===== src/rtl/sp_wb_word_bridge.sv =====
// Byte-wide Wishbone slave to 16-bit big-endian word master, with a one-word read buffer
// and a watchdog that completes any access the system bus never acknowledges.
module sp_wb_word_bridge #(
  parameter int unsigned TIMEOUT = 64,
  parameter int unsigned TMO_W   = 16
) (
  input  logic         clk,
  input  logic         reset,
  input  logic [0:23]  s_adr_i,
  input  logic [0:7]   s_dat_i,
  output logic [0:7]   s_dat_o,
  input  logic         s_we_i,
  input  logic [0:0]   s_sel_i,
  input  logic         s_stb_i,
  input  logic         s_cyc_i,
  output logic         s_ack_o,
  output logic [0:22]  m_adr_o,
  output logic [0:15]  m_dat_o,
  input  logic [0:15]  m_dat_i,
  output logic         m_we_o,
  output logic [0:1]   m_sel_o,
  output logic         m_stb_o,
  output logic         m_cyc_o,
  input  logic         m_ack_i,
  output logic         err_o,
  output logic [0:23]  err_adr_o,
  input  logic         err_clr_i
);

  typedef enum logic [1:0] {StIdle, StBus, StAck} state_e;

  state_e             state_q, state_d;
  logic               s_ack_q, s_ack_d;
  logic [0:7]         s_dat_q, s_dat_d;
  logic               m_cyc_q, m_cyc_d;
  logic               m_we_q, m_we_d;
  logic [0:1]         m_sel_q, m_sel_d;
  logic [0:22]        m_adr_q, m_adr_d;
  logic [0:15]        m_dat_q, m_dat_d;
  logic               lane_q, lane_d;
  logic               err_q, err_d;
  logic [0:23]        err_adr_q, err_adr_d;
  logic [0:15]        buf_q, buf_d;
  logic [0:22]        tag_q, tag_d;
  logic               valid_q, valid_d;
  logic [TMO_W-1:0]   tmo_q, tmo_d;
  logic               tmo_fire;

  always_comb begin
    state_d   = state_q;
    s_ack_d   = 1'b0;
    s_dat_d   = s_dat_q;
    m_cyc_d   = m_cyc_q;
    m_we_d    = m_we_q;
    m_sel_d   = m_sel_q;
    m_adr_d   = m_adr_q;
    m_dat_d   = m_dat_q;
    lane_d    = lane_q;
    err_d     = err_q;
    err_adr_d = err_adr_q;
    buf_d     = buf_q;
    tag_d     = tag_q;
    valid_d   = valid_q;
    tmo_d     = tmo_q;
    tmo_fire  = 1'b0;

    unique case (state_q)
      StIdle: begin
        if (s_cyc_i && s_stb_i) begin
          if (!s_we_i && valid_q && (tag_q == s_adr_i[0:22])) begin
            state_d = StAck;
            s_ack_d = 1'b1;
            s_dat_d = s_adr_i[23] ? buf_q[8:15] : buf_q[0:7];
          end else if (!s_we_i || s_sel_i[0]) begin
            state_d = StBus;
            m_cyc_d = 1'b1;
            m_we_d  = s_we_i;
            m_adr_d = s_adr_i[0:22];
            lane_d  = s_adr_i[23];
            tmo_d   = '0;
            if (s_we_i) begin
              m_sel_d = s_adr_i[23] ? 2'b01 : 2'b10;
              m_dat_d = {s_dat_i, s_dat_i};
            end else begin
              m_sel_d = 2'b11;
            end
          end else begin
            // Write with no byte selected completes without touching the system bus.
            state_d = StAck;
            s_ack_d = 1'b1;
          end
        end
      end
      StBus: begin
        if (!s_cyc_i || m_ack_i || (tmo_q == TMO_W'(TIMEOUT - 1))) begin
          m_cyc_d = 1'b0;
          m_we_d  = 1'b0;
          m_sel_d = 2'b00;
        end
        if (!s_cyc_i) begin
          state_d = StIdle;
        end else if (m_ack_i) begin
          state_d = StAck;
          s_ack_d = 1'b1;
          if (!m_we_q) begin
            buf_d   = m_dat_i;
            tag_d   = m_adr_q;
            valid_d = 1'b1;
            s_dat_d = lane_q ? m_dat_i[8:15] : m_dat_i[0:7];
          end else if (valid_q && (tag_q == m_adr_q)) begin
            if (lane_q) buf_d[8:15] = m_dat_q[8:15];
            else        buf_d[0:7]  = m_dat_q[0:7];
          end
        end else if (tmo_q == TMO_W'(TIMEOUT - 1)) begin
          state_d  = StAck;
          s_ack_d  = 1'b1;
          tmo_fire = 1'b1;
          if (!m_we_q) s_dat_d = 8'hFF;
        end else begin
          tmo_d = tmo_q + TMO_W'(1);
        end
      end
      StAck: begin
        state_d = StIdle;
      end
      default: begin
        state_d = StIdle;
      end
    endcase

    if (err_clr_i) err_d = 1'b0;
    // A timeout coinciding with a clear wins and records the new address.
    if (tmo_fire) begin
      err_d = 1'b1;
      if (!err_q || err_clr_i) err_adr_d = {m_adr_q, lane_q};
    end

    if (!s_cyc_i) valid_d = 1'b0;
  end

  always_ff @(posedge clk) begin
    if (!reset) begin
      state_q   <= StIdle;
      s_ack_q   <= 1'b0;
      s_dat_q   <= '0;
      m_cyc_q   <= 1'b0;
      m_we_q    <= 1'b0;
      m_sel_q   <= '0;
      m_adr_q   <= '0;
      m_dat_q   <= '0;
      lane_q    <= 1'b0;
      err_q     <= 1'b0;
      err_adr_q <= '0;
      buf_q     <= '0;
      tag_q     <= '0;
      valid_q   <= 1'b0;
      tmo_q     <= '0;
    end else begin
      state_q   <= state_d;
      s_ack_q   <= s_ack_d;
      s_dat_q   <= s_dat_d;
      m_cyc_q   <= m_cyc_d;
      m_we_q    <= m_we_d;
      m_sel_q   <= m_sel_d;
      m_adr_q   <= m_adr_d;
      m_dat_q   <= m_dat_d;
      lane_q    <= lane_d;
      err_q     <= err_d;
      err_adr_q <= err_adr_d;
      buf_q     <= buf_d;
      tag_q     <= tag_d;
      valid_q   <= valid_d;
      tmo_q     <= tmo_d;
    end
  end

  assign s_ack_o   = s_ack_q;
  assign s_dat_o   = s_dat_q;
  assign m_cyc_o   = m_cyc_q;
  assign m_stb_o   = m_cyc_q;
  assign m_we_o    = m_we_q;
  assign m_sel_o   = m_sel_q;
  assign m_adr_o   = m_adr_q;
  assign m_dat_o   = m_dat_q;
  assign err_o     = err_q;
  assign err_adr_o = err_adr_q;

endmodule


===== config.mk =====
export PLATFORM = sky130hd
export DESIGN_NAME = sp_wb_word_bridge
export DESIGN_NICKNAME = d
export VERILOG_FILES = /design/src/rtl/sp_wb_word_bridge.sv
export SDC_FILE = /design/constraint.sdc
export NUM_CORES = 1
export LEC_CHECK = 0
export CAP_MARGIN = 5
export CORE_ASPECT_RATIO = 0.75
export CORE_MARGIN = 1
export CORE_UTILIZATION = 54
export CTS_CLUSTER_SIZE = 14
export DETAILED_ROUTE_END_ITERATION = 16
export GPL_ROUTABILITY_DRIVEN = 0
export HOLD_SLACK_MARGIN = 0.08
export PLACE_DENSITY = 0.85
export SETUP_SLACK_MARGIN = 0.1
export SLEW_MARGIN = 0
export SYNTH_ARGS = -nofsm -noshare
export SYNTH_HDL_FRONTEND = slang
export SYNTH_SLANG_ARGS = --single-unit

===== constraint.sdc =====
create_clock -name clk -period 3.9 [get_ports clk]
set_clock_uncertainty 0.15 [all_clocks]
set_input_delay 1.17 -clock clk [delete_from_list [all_inputs] [get_ports clk]]
set_output_delay 1.17 -clock clk [all_outputs]
set_load 0.005 [all_outputs]

Yosys cells after proc, flatten, opt, wreduce, memory -nomap -nowiden --
Index checks and enable logic that the tools add are counted.
Operators by class: add/subtract/negate cells 1, equal/unequal tests 18, mux-type cells 56, bitwise gates (word level) 2, reductions and logical operators 26
Operators with widths (number):
- $mux 16 | 8
- $mux 8 | 11
- $eq 23x23->1 | 2
- $pmux 16 s2 | 1
- $mux 2 | 12
- $ne 2x2->1 const B | 10
- $reduce_and 5->1 | 4
- $mux 1 | 18
- $add 16x1->16 const B | 1
- $eq 16x6->1 const B | 1
- $pmux 8 s2 | 1
- $pmux 2 s2 | 2
- $reduce_and 4->1 | 2
- $reduce_and 7->1 | 1
- $pmux 1 s2 | 3
- $reduce_and 2->1 | 3
- $reduce_and 6->1 | 1
- $logic_and 1x1->1 | 4
- $logic_or 1x1->1 | 4
- $ne 2x1->1 const B | 2
- $ne 4x4->1 const B | 1
- $reduce_bool 2->1 | 2
- $logic_not 1->1 | 3
- $ne 3x3->1 const B | 1
- other kinds (4) | 5
Word-level totals: register bits after elaboration 136, input port bits 56, output and inout bits 78, word-level logic and storage cells 119

Depth between registers and ports, before layout --
Gate-level depths: netlist of run 1.
depth in word-level cells 6, depth in mapped cells 8

Least setup slack after synthesis of run 1 --
Ideal clock, no wire load.
path kind input to register, start input s_cyc_i, end register tmo_q[15], library setup time 0.073 ns, arrival time 2.654 ns, data required time 3.677 ns, setup slack 1.023 ns, stages 6, path through clkbuf_1 > nand2_1 > or3_4 > o2bb2ai_2 > or4_1 > a21oi_1
On the way: cells in the longest elaborated chain, start to end 3, elaborated cells between the ends (all ways) 4, those cells by class eq/ne (2); reduce/logical (2)
RTL lines:
- start: declaration | RTL line 15 | input logic s_cyc_i,
- $logic_and 1x1->1 | RTL line 69 | if (s_cyc_i && s_stb_i) begin
- $ne 2x2->1 (no line)
- $reduce_and 7->1 (no line) (*)
- end signal: assignment | RTL line 173 | tmo_q <= tmo_d;
- end: declaration | RTL line 46 | logic [TMO_W-1:0] tmo_q, tmo_d;
Mark *: on every way between the ends. The rest lies on a longest branch, timed or not. A chain may end at the register's enable or synchronous reset.

Worst setup path in the final report of run 1 --
start input s_adr_i[14] (netlist bit), end register tmo_q[7]
On the way: cells in the longest elaborated chain, start to end 4
RTL lines:
- start: declaration | RTL line 9 | input logic [0:23] s_adr_i,
- $eq 23x23->1 | RTL line 70 | if (!s_we_i && valid_q && (tag_q == s_adr_i[0:22])) begin
- $logic_and 1x1->1 | RTL line 70
- $ne 2x2->1 (no line)
- $reduce_and 7->1 (no line)
No other way between the ends.

==> metrics.yaml, run 1 <==
p_leak_nw: 2.79
layout.nets: 868
yosys-mux-area-fraction_pct: 8.20
powerDensity_nw_per_um2: 430
worstPathMaxFanout: 9
yosys_warnings: 0
grt_max_degree: 77
ir_drop_v: 0.000453
max_slew_margin_pct: 27.2
start_kind: "input port"
final_max_slew_viol_count: 0
wl_per_cell_um: 18.1
cts-resized-gates: 0
power_mw: 3.38
synth_xor_area_share_pct: 7.02
syn2layout_area_growth_pct: 34.1
hold_viol_final: 0
gr-usage-all-layers_pct: 31.9
start_util_pct: 56.3
synthAdderAreaFrac_pct: 0.213
cp.arrival_ns: 3.43
dp_slack_ns: 0.360
path_clk_slew_ns: 0.06
critPathKind: "input port to flip-flop"
cts_tree: "yes"
period_share_pct: 82.6
cts_buffer_depth: 2
drt_wl_total_um: 17300
synth_nets: 756
ios: 134
cts.sinks: 128
hold_buffers: 0
clkLatencyLatePin_ns: 0.42
cts_root_buf: "clkbuf_16"
critPathCaptureType: "flip-flop"
rrSetupSlack_ns: 1.17
yosysSeqAreaShare_pct: 43.7
status: "completed"
syn_inst: 699
vias_per_cell: 5.96
dp_hpwl_um: 11400
required_ns: 4.11
layout_commonest_cell: "nand2_1"
drc: 0
async_flop_share_pct: 0
synthFlopType: "dfxtp_1"
fin_ws_ns: 0.677
grt_pass1_vias: 5472
numCtsBuffers: 17
antenna_left: 0
fin_cells: 960
die_width_um: 122
coreArea_sq_um: 10400
synth_top_family_by_area: "simple AND/OR/NAND/NOR gates"
hold_path.class: "flip-flop to flip-flop"
antenna_found_initial: 0
drive_gt1_share_pct: 7.52
antennaDiodeCount: 0
maxCapViolCount: 0
fmax_mhz: 310
cts_setup_buffers: 0
fillers: 700
layout_common_cells: "nand2_1, clkdlybuf4s50_1, dfxtp_1, a21oi_1, mux2i_1"
drtIter0Drc: 607
io_buffers: 133
finalSetupViolCount: 0
grt.overflow.total: 0
num_rows: 32
vias: 5726
firstDrtPassIters: 6
synth-edff-count: 0
syn_area_sq_um: 5860
yosysUniqueCellTypes: 50
worstMarginPinSlew_ns: 1.09
grt_pass1_wl_um: 27600
ys_ff_latch: 128
rsz0062_at_grt: "false"
synth-compound-area-share_pct: 15.2
synthSimpleGateAreaFrac_pct: 21.5
fp.dieH_um: 92.2
avgSynthCellArea_sq_um: 8.39
min_period_ns: 3.22
dieArea_sq_um: 11300
placed_cells: 928
timing.setup.tns_ns: 0
h-tree-depth: 4
-- routing by layer --
layer	global-route usage, %	wire length, um	part of all wire [%]
met1	42.6	7490	43
met2	48.7	7900	46
met3	9.20	1650	9.5
met4	11.2	291	1.7
met5	0	0	0
-- layout make-up --
| cell class | instances | area [sq um] | share of cell area (%) |
|---|---|---|---|
| clock buffer | 19 | 433 | 5.51 |
| clock inverter | 13 | 213 | 2.71 |
| inverter | 3 | 11.3 | 0.143 |
| multi-input combinational | 517 | 3060 | 39.0 |
| sequential | 128 | 2560 | 32.6 |
| tap | 136 | 170 | 2.16 |
| timing repair buffer | 144 | 1410 | 17.9 |
-- critical path: stages --
cell	delay (ns)
clkdlybuf4s50_1	0.48
xor2_1	0.20
nor4_1	0.32
nand3_1	0.23
o21ai_1	0.35
o21ai_1	0.31
o21ba_2	0.36
-- synthesized netlist by cell type, types with 6 or more instances --
library cell,instances,area share (%)
o22ai_1,12,1.3
a221o_1,8,1.4
o22a_1,8,1.2
nand2_1,188,12
o221a_2,8,1.5
a221oi_1,7,1.0
nand4_1,7,0.75
nand3_1,11,0.94
nor2_1,24,1.5
nor3_1,6,0.51
clkbuf_1,35,2.2
dfxtp_1,128,44
nor4_1,10,1.1
o21ai_0,11,0.94
a21oi_1,69,5.9
xor2_1,24,3.6
buf_4,9,1.2
xnor2_1,23,3.4
mux2i_1,48,8.2
and3_1,7,0.75
-- kinds of logic (layout without fill, tap and decap cells) --
kind of cell / Yosys count / after routing
xor+xnor: 47 / 47
buf+inv: 54 / 179
mux: 48 / 48
compound gates: 137 / 137
simple gates: 284 / 284
flops: 128 / 128
fa+ha+maj: 1 / 1
-- final timing paths --
kind	start	endpoint	depth (start not counted)
min reg2reg	err_adr_o[21]	err_adr_o[21]	2
max reg2reg	m_adr_o[8]	buf_q[10]	6
max	s_adr_i[14]	tmo_q[7]	7
min	err_adr_o[21]	err_adr_o[21]	2
-- sequential cells by signal (all words and copies together) (netlist names), 8 cells and up --
name	cells
buf_q	16
err_adr_o	24
m_adr_o	23
m_dat_o	8
s_dat_o	8
tag_q	23
tmo_q	16
-- power breakdown --
| group | switching, mW | internal [mW] |
|---|---|---|
| sequential | 0.0308 | 1.33 |
| clock | 0.604 | 1.14 |
| combinational | 0.137 | 0.142 |
| total | 0.771 | 2.61 |
-- stage by stage --
| step | hold WS, ns | util [%] | instance area [sq um] |
|---|---|---|---|
| after floorplan | 0.294 | - | 5860 |
| after global placement | 0.289 | 69.3 | 7210 |
| after detailed placement | 0.296 | 69.3 | 7210 |
| after CTS | 0.304 | 75.5 | 7860 |
| after global routing | 0.327 | 75.5 | 7860 |
| final | 0.300 | 75.5 | 7860 |
Power figures use the tool's default switching activity.
==> inputs of run 2 (changes only) <==
CORE_UTILIZATION = 50   (was 54)
PLACE_DENSITY = 0.8   (was 0.85)
clock period = 3.3 ns   (was 3.9 ns; I/O delays follow)
==> metrics.yaml, run 2 (synthesis results as in run 1) <==
status: "completed"
gr-usage-all-layers_pct: 30.1  # -1.8 points
powerDensity_nw_per_um2: 470  # +9.2%
layout.nets: 882  # +1.6%
stdcell_area_sq_um: 7920  # +0.78%
power.switching_mw: 0.914  # +19%
cp.arrival_ns: 3.11  # -0.32 ns
dp_slack_ns: -0.00789  # -0.368 ns
whs_endpoint: "err_adr_o[21]"
dpl_cell_area_sq_um: 7360  # +2.0%
switching_share_pct: 24.6  # +1.8 points
p_seq_share_pct: 43.2  # +2.9 points
cts_root_buf: "clkbuf_16"
required_ns: 3.47  # -0.64 ns
ir_drop_v: 0.000407  # -10%
critPathCaptureType: "flip-flop"
p_leak_nw: 2.83  # +1.3%
hold_buffers: 0  # unchanged
die_width_um: 127  # +3.9%
cts-resized-gates: 0  # unchanged
start_util_pct: 52.6  # -3.7 points
ff2ff_path_depth: 8  # +2
grt.overflow.total: 0  # unchanged
worstPathMaxFanout: 24  # +15
io_buffers: 133  # unchanged
num_rows: 33  # +3.1%
critPathKind: "input port to flip-flop"
placed_cells: 946  # +1.9%
worstMarginPinSlew_ns: 0.732  # -0.358 ns
pwr-share-comb_pct: 9.4  # +1.1 points
drt_wl_total_um: 17600  # +1.5%
firstDrtPassIters: 5  # -1
cts_tree: "yes"
r2r_start: "tmo_q[0]"
layout_commonest_cell: "nand2_1"
rrSetupSlack_ns: 0.71  # -0.46 ns
cts_buffer_depth: 2  # unchanged
hold_path.class: "flip-flop to flip-flop"
drc: 0  # unchanged
drtIter0Drc: 550  # -9.4%
grt_pass1_wl_um: 28100  # +1.8%
vias: 5700  # -0.45%
fp.dieH_um: 95.8  # +3.8%
coreArea_sq_um: 11100  # +7.1%
fmax_mhz: 341
cts.sinks: 128  # unchanged
hold_viol_final: 0  # unchanged
syn2layout_area_growth_pct: 35.1
grt_max_degree: 45  # -42%
dp_hpwl_um: 12400  # +8.7%
grt_pass1_vias: 5605  # +2.4%
whs_path_depth: 2  # unchanged
fin_cells: 978  # +1.9%
drive_gt1_share_pct: 9.19  # +1.7 points
clkPwrFrac_pct: 47.5  # -4.0 points
final_max_slew_viol_count: 0  # unchanged
dieArea_sq_um: 12200  # +7.8%
layout_common_cells: "nand2_1, clkdlybuf4s50_1, dfxtp_1, a21oi_1, mux2i_1"
antenna_found_initial: 0  # unchanged
max_slew_margin_pct: 50.7  # +24 points
antennaDiodeCount: 0  # unchanged
vias_per_cell: 5.83  # -2.3%
finalSetupViolCount: 0  # unchanged
start_kind: "input port"
clkLatencyLatePin_ns: 0.41  # about the same
antenna_left: 0  # unchanged
fin_ws_ns: 0.368  # -0.309 ns
numCtsBuffers: 17  # unchanged
largest_reg_flops: 24  # unchanged
maxCapViolCount: 0  # unchanged
cts_setup_buffers: 0  # unchanged
r2r_end: "tmo_q[13]"
rsz0062_at_grt: "false"
path_clk_slew_ns: 0.06  # about the same
hp-start: "err_adr_o[21]"
ios: 134  # unchanged
min_period_ns: 2.93
h-tree-depth: 4  # unchanged
period_share_pct: 88.9
p_int_mw: 2.81  # +7.6%
wl_per_cell_um: 18.0  # -0.34%
## run 2: changes by cell type in the layout (fill, tap and decap cells not counted), sizes merged
cell,previous run,this run
clkinvlp,3,6
bufinv,5,1
clkinv,5,6
buf,12,26
## run 2: area by class of cell
cell class | count | area, sq um
well taps | 140 | 175
multi-input cells | 517 | 3060
clock buffers | 19 | 443
flip-flops and latches | 128 | 2560
clock inverters | 13 | 116
inverters | 3 | 11.3
fillers | 841 | 3230
repair buffers | 158 | 1550
## run 2: power groups by stage
stage | Clock (mW) | Combinational [mW] | Sequential, mW
after floorplan | 0 | 0.162 | 1.63
after detailed placement | 0 | 0.341 | 1.64
after global routing | 1.85 | 0.372 | 1.61
after CTS | 1.77 | 0.344 | 1.61
after global placement | 0 | 0.334 | 1.64
final | 1.77 | 0.348 | 1.61
## run 2: critical path, stage by stage
cell             delay [ns]
clkdlybuf4s50_1        0.45
xor2_1                 0.21
nor4_1                 0.48
nand3_1                0.18
o21ai_1                0.20
buf_4                  0.16
nor2_2                 0.04
buf_12                 0.18
mux2i_1                0.22
## run 2: through the flow
stage,hold WS (ns),util (%),total power [mW],TNS [ns]
2_1_floorplan,0.294,-,1.79,0
3_3_place_gp,0.287,66.0,1.97,0
3_5_place_dp,0.292,66.0,1.98,-0.0104
4_1_cts,0.301,71.1,3.72,0
5_1_grt,0.323,71.1,3.83,0
6_report,0.300,71.1,3.72,0
## run 2: how the worst max path moves through the flow
stage / from / endpoint / slack [ns] / cells after the start
floorplan: s_cyc_i / tmo_q[15] / 0.60 / 6
global placement: s_adr_i[5] / tmo_q[7] / 0.09 / 9
detailed placement: s_adr_i[20] / tmo_q[9] / -0.008 / 8
CTS: s_adr_i[20] / tmo_q[9] / 0.40 / 8
global route: s_adr_i[20] / m_adr_o[20] / 0.22 / 9
finish: s_adr_i[20] / m_adr_o[20] / 0.37 / 9
## run 2: routing by layer
layer,global-route usage [%],vias up,share of wire [%]
li1,-,2685,-
met1,39.5,2716,44
met2,48.6,270,46
met3,7.12,29,8.7
met4,10.8,0,1.6
met5,0,-,0
==> inputs of run 3 (changes only) <==
CTS_BUF_LIST = sky130_fd_sc_hd__clkbuf_16   (was unset)
==> metrics.yaml, run 3 (synthesis results as in run 1) <==
cts_root_buf: "clkbuf_16"
rsz0062_at_grt: "false"
cts_buffer_depth: 2  # unchanged
power.switching_mw: 0.914  # about the same
drc: 0  # unchanged
cp_slowest_stage_delay_ns: 0.51  # +0.03 ns
drt_wl_total_um: 17700  # +0.55%
vias_per_cell: 5.86  # +0.54%
clkLatencyLatePin_ns: 0.41  # about the same
status: "completed"
hold_viol_final: 0  # unchanged
layout_commonest_cell: "nand2_1"
start_kind: "input port"
vias: 5731  # +0.54%
path_cells: "clkdlybuf4s50_1 > xor2_1 > nor4_1 > nand3_1 > o21ai_1 > buf_4 > nor2_2 > buf_12 > mux2i_1"
ir_drop_v: 0.000415  # +1.7%
antenna_found_initial: 0  # unchanged
p_leak_nw: 2.82  # about the same
required_ns: 3.47  # about the same
critPathKind: "input port to flip-flop"
switching_share_pct: 24.7  # +0.16 points
grt_pass1_vias: 5624  # +0.34%
p_int_mw: 2.78  # -0.94%
start_util_pct: 52.6  # unchanged
timing.setup.tns_ns: 0  # unchanged
period_share_pct: 90.6  # +1.7 points
numCtsBuffers: 17  # unchanged
maxCapViolCount: 0  # unchanged
critPathSlowestCell: "nor4_1"
p_seq_share_pct: 43.5  # +0.3 points
cts.sinks: 128  # unchanged
stdcell_area_sq_um: 7910  # -0.13%
firstDrtPassIters: 5  # unchanged
syn2layout_area_growth_pct: 35.0
critPathCaptureType: "flip-flop"
num_rows: 33  # unchanged
hold_path.class: "flip-flop to flip-flop"
cp.arrival_ns: 3.16  # +0.05 ns
grt_max_degree: 45  # unchanged
gr-usage-all-layers_pct: 30.1  # about the same
drive_gt1_share_pct: 9.07  # -0.12 points
fp.dieH_um: 95.8  # unchanged
h-tree-depth: 4  # unchanged
coreArea_sq_um: 11100  # unchanged
cts_setup_buffers: 0  # unchanged
antennaDiodeCount: 0  # unchanged
powerDensity_nw_per_um2: 467  # -0.61%
cts_tree: "yes"
min_period_ns: 2.99  # +0.0572 ns
antenna_left: 0  # unchanged
fmax_mhz: 335  # -1.9%
postLayoutCoreUtil_pct: 71.0  # -0.090 points
grt_pass1_wl_um: 28100  # unchanged
pwr-share-comb_pct: 9.5  # about the same
worstMarginPinSlew_ns: 0.713  # -0.0189 ns
max_slew_margin_pct: 52.0  # +1.3 points
io_buffers: 133  # unchanged
ios: 134  # unchanged
clkPwrFrac_pct: 47.0  # -0.5 points
grt.overflow.total: 0  # unchanged
ff2ff_path_depth: 8  # unchanged
fin_ws_ns: 0.311  # -0.0572 ns
cts-resized-gates: 0  # unchanged
worst_hold_slack_ns: 0.300  # +0.000108 ns
wl_per_cell_um: 18.1  # +0.55%
layout_common_cells: "nand2_1, clkdlybuf4s50_1, dfxtp_1, a21oi_1, mux2i_1"
dpl_cell_area_sq_um: 7360  # unchanged
layout.nets: 882  # unchanged
die_width_um: 127  # unchanged
hold_buffers: 0  # unchanged
final_max_slew_viol_count: 0  # unchanged
dp_hpwl_um: 12400  # unchanged
dp_slack_ns: -0.00789  # unchanged
finalSetupViolCount: 0  # unchanged
whs_path_depth: 2  # unchanged
largest_reg_flops: 24  # unchanged
dieArea_sq_um: 12200  # unchanged
path_clk_slew_ns: 0.06  # about the same
worstPathMaxFanout: 24  # unchanged
drtIter0Drc: 525  # -4.5%
[run 3: cell type report]
| class | count | area, sq um |
|---|---|---|
| Fill cell | 841 | 3240 |
| Multi-Input combinational cell | 517 | 3060 |
| Sequential cell | 128 | 2560 |
| Timing Repair Buffer | 158 | 1550 |
| Clock buffer | 17 | 425 |
| Tap cell | 140 | 175 |
| Clock inverter | 15 | 124 |
| Inverter | 3 | 11.3 |
[run 3: routing by layer]
metal / wire length (um) / up-vias / share of wire [%] / global-route usage (%)
met4: 377 / 0 / 2.1 / 11.7
met1: 7840 / 2744 / 44 / 39.3
met5: 0 / - / 0 / 0
li1: - / 2684 / - / -
met2: 8090 / 255 / 46 / 49.0
met3: 1390 / 48 / 7.8 / 6.56
[run 3: power groups by stage]
stage | Sequential (mW) | Clock, mW | Combinational (mW)
6_report | 1.61 | 1.74 | 0.349
5_1_grt | 1.61 | 1.82 | 0.373
4_1_cts | 1.61 | 1.74 | 0.345
3_5_place_dp | 1.64 | 0 | 0.341
3_3_place_gp | 1.64 | 0 | 0.334
2_1_floorplan | 1.63 | 0 | 0.162
[run 3: path summary, 6_finish.rpt]
kind,startpoint,to,slack [ns]
hold reg to reg,err_adr_o[21],err_adr_o[21],0.30
setup reg to reg,tmo_q[0],tmo_q[13],0.71
setup / recovery,s_adr_i[20],m_adr_o[20],0.31
hold / removal,err_adr_o[21],err_adr_o[21],0.30
[run 3: metrics by stage]
step / cells / total power, mW
after floorplan: 699 / 1.79
after CTS: 978 / 3.69
final: 978 / 3.69
after global placement: 946 / 1.97
after detailed placement: 946 / 1.98
after global routing: 978 / 3.80
[run 3: critical path, delay by kind of cell]
family          cells  cell delay [ns]
simple gates        3             0.73
buf+inv             3             0.78
mux                 1             0.22
compound gates      1             0.20
xor+xnor            1             0.21
==> variant: new RTL, flow settings as in run 3 <==
The parameter `TMO_W` goes from 16 to 32.
--- a/src/rtl/sp_wb_word_bridge.sv
+++ b/src/rtl/sp_wb_word_bridge.sv
@@ -3,5 +3,5 @@
 module sp_wb_word_bridge #(
   parameter int unsigned TIMEOUT = 64,
-  parameter int unsigned TMO_W   = 16
+  parameter int unsigned TMO_W   = 32
 ) (
   input  logic         clk,
Formal check against the unedited RTL: same outputs for any inputs over 4 cycles, from zero or initial values and one cycle with reset low; that may be too few to reach the edited logic, so the function may still have changed.
==> variant against run 3 <==
Synthesized cell count increased by 13%. Critical endpoint is now tmo_q[15]. Sequential share of layout area decreased by 1.1 points. Critical path depth increased by 2. Setup slack improved by 25 ps. Die area increased by 20%. Power increased by 9.5%. Area after synthesis increased by 21%. Sequential cell count increased by 16. Final area increased by 17%. Wire length increased by 3.4%. Critical path type unchanged. Highest routed layer unchanged. Non-clock buffer count increased by 8. Largest power group unchanged. Worst hold slack improved by 8.7 ps.
==> variant: results (changes against run 3) <==
[status]
status = finished clean

[worst_setup_path]
endpoint = tmo_q[15]
cp_slowest_cell = or4_1
crit_start = s_adr_i[5]
r2r_slack_ps = 620  ; -90 ps

[timing]
period_share_pct = 89.8  ; -0.76 points
slew_headroom_pct = 51.0  ; -1.0 points

[finish]
final_area_sq_um = 9230  ; +17%
largest_reg_flops = 32  ; +33%
fin_nets = 978  ; +11%

[place]
placed_area_sq_um = 8650  ; +17%
hpwl_um = 12600  ; +2.1%

[synthesis]
synth_xor_area_share_pct = 5.70  ; -1.3 points
synthMuxAreaShare_pct = 11.5  ; +3.3 points
netlist_top_cells_area = dfxtp_1 (41%), mux2i_1 (11%), nand2_1 (6.1%)
syn-num-nets = 849  ; +12%
synth.top_cells.by_count = dfxtp_1 (144), nand2_1 (114), mux2i_1 (81), nor2b_1 (46), nand3_1 (38)
synth_compound_area_share_pct = 14.5  ; -0.69 points

[pwr]
netSwitchingFraction_pct = 25.3  ; +0.52 points
p_clk_uw = 1880  ; +8%
finalPower_uw = 4040  ; +9.5%

[global_routing]
grt_max_degree = 81  ; +80%
first_global_vias = 5834  ; +3.7%

[hold_path]
min_delay_worst_endpoint = s_dat_o[0]

[routing]
drt_wl_total_um = 18300  ; +3.4%
vias = 6254  ; +9.1%
wl_per_cell_um = 16.5  ; -8.8%

## variant: cell types whose count changed after synthesis, sizes merged, moves of 9 or more
cell and change:
nand2 -74, a21oi -55, nor2b +45, mux2i +33, nand3 +28, o21ai +22, inv +17, dfxtp +16
a21boi +15, o22ai -11, o211a +9
## variant: area by class of cell
| class | count | area share (%) |
|---|---|---|
| clock inverters | 15 | 1.65 |
| inverters | 20 | 0.814 |
| clock buffers | 17 | 4.61 |
| flip-flops and latches | 144 | 31.2 |
| repair buffers | 166 | 17.8 |
| multi-input cells | 572 | 41.5 |
| well taps | 175 | 2.37 |
## variant: layer usage
layer | global-route usage (%) | part of all wire, % | wire length (um)
met1 | 36.5 | 47 | 8690
met2 | 37.9 | 44 | 8070
met3 | 5.41 | 6.9 | 1270
met4 | 10.1 | 1.5 | 267
met5 | 0 | 0 | 0
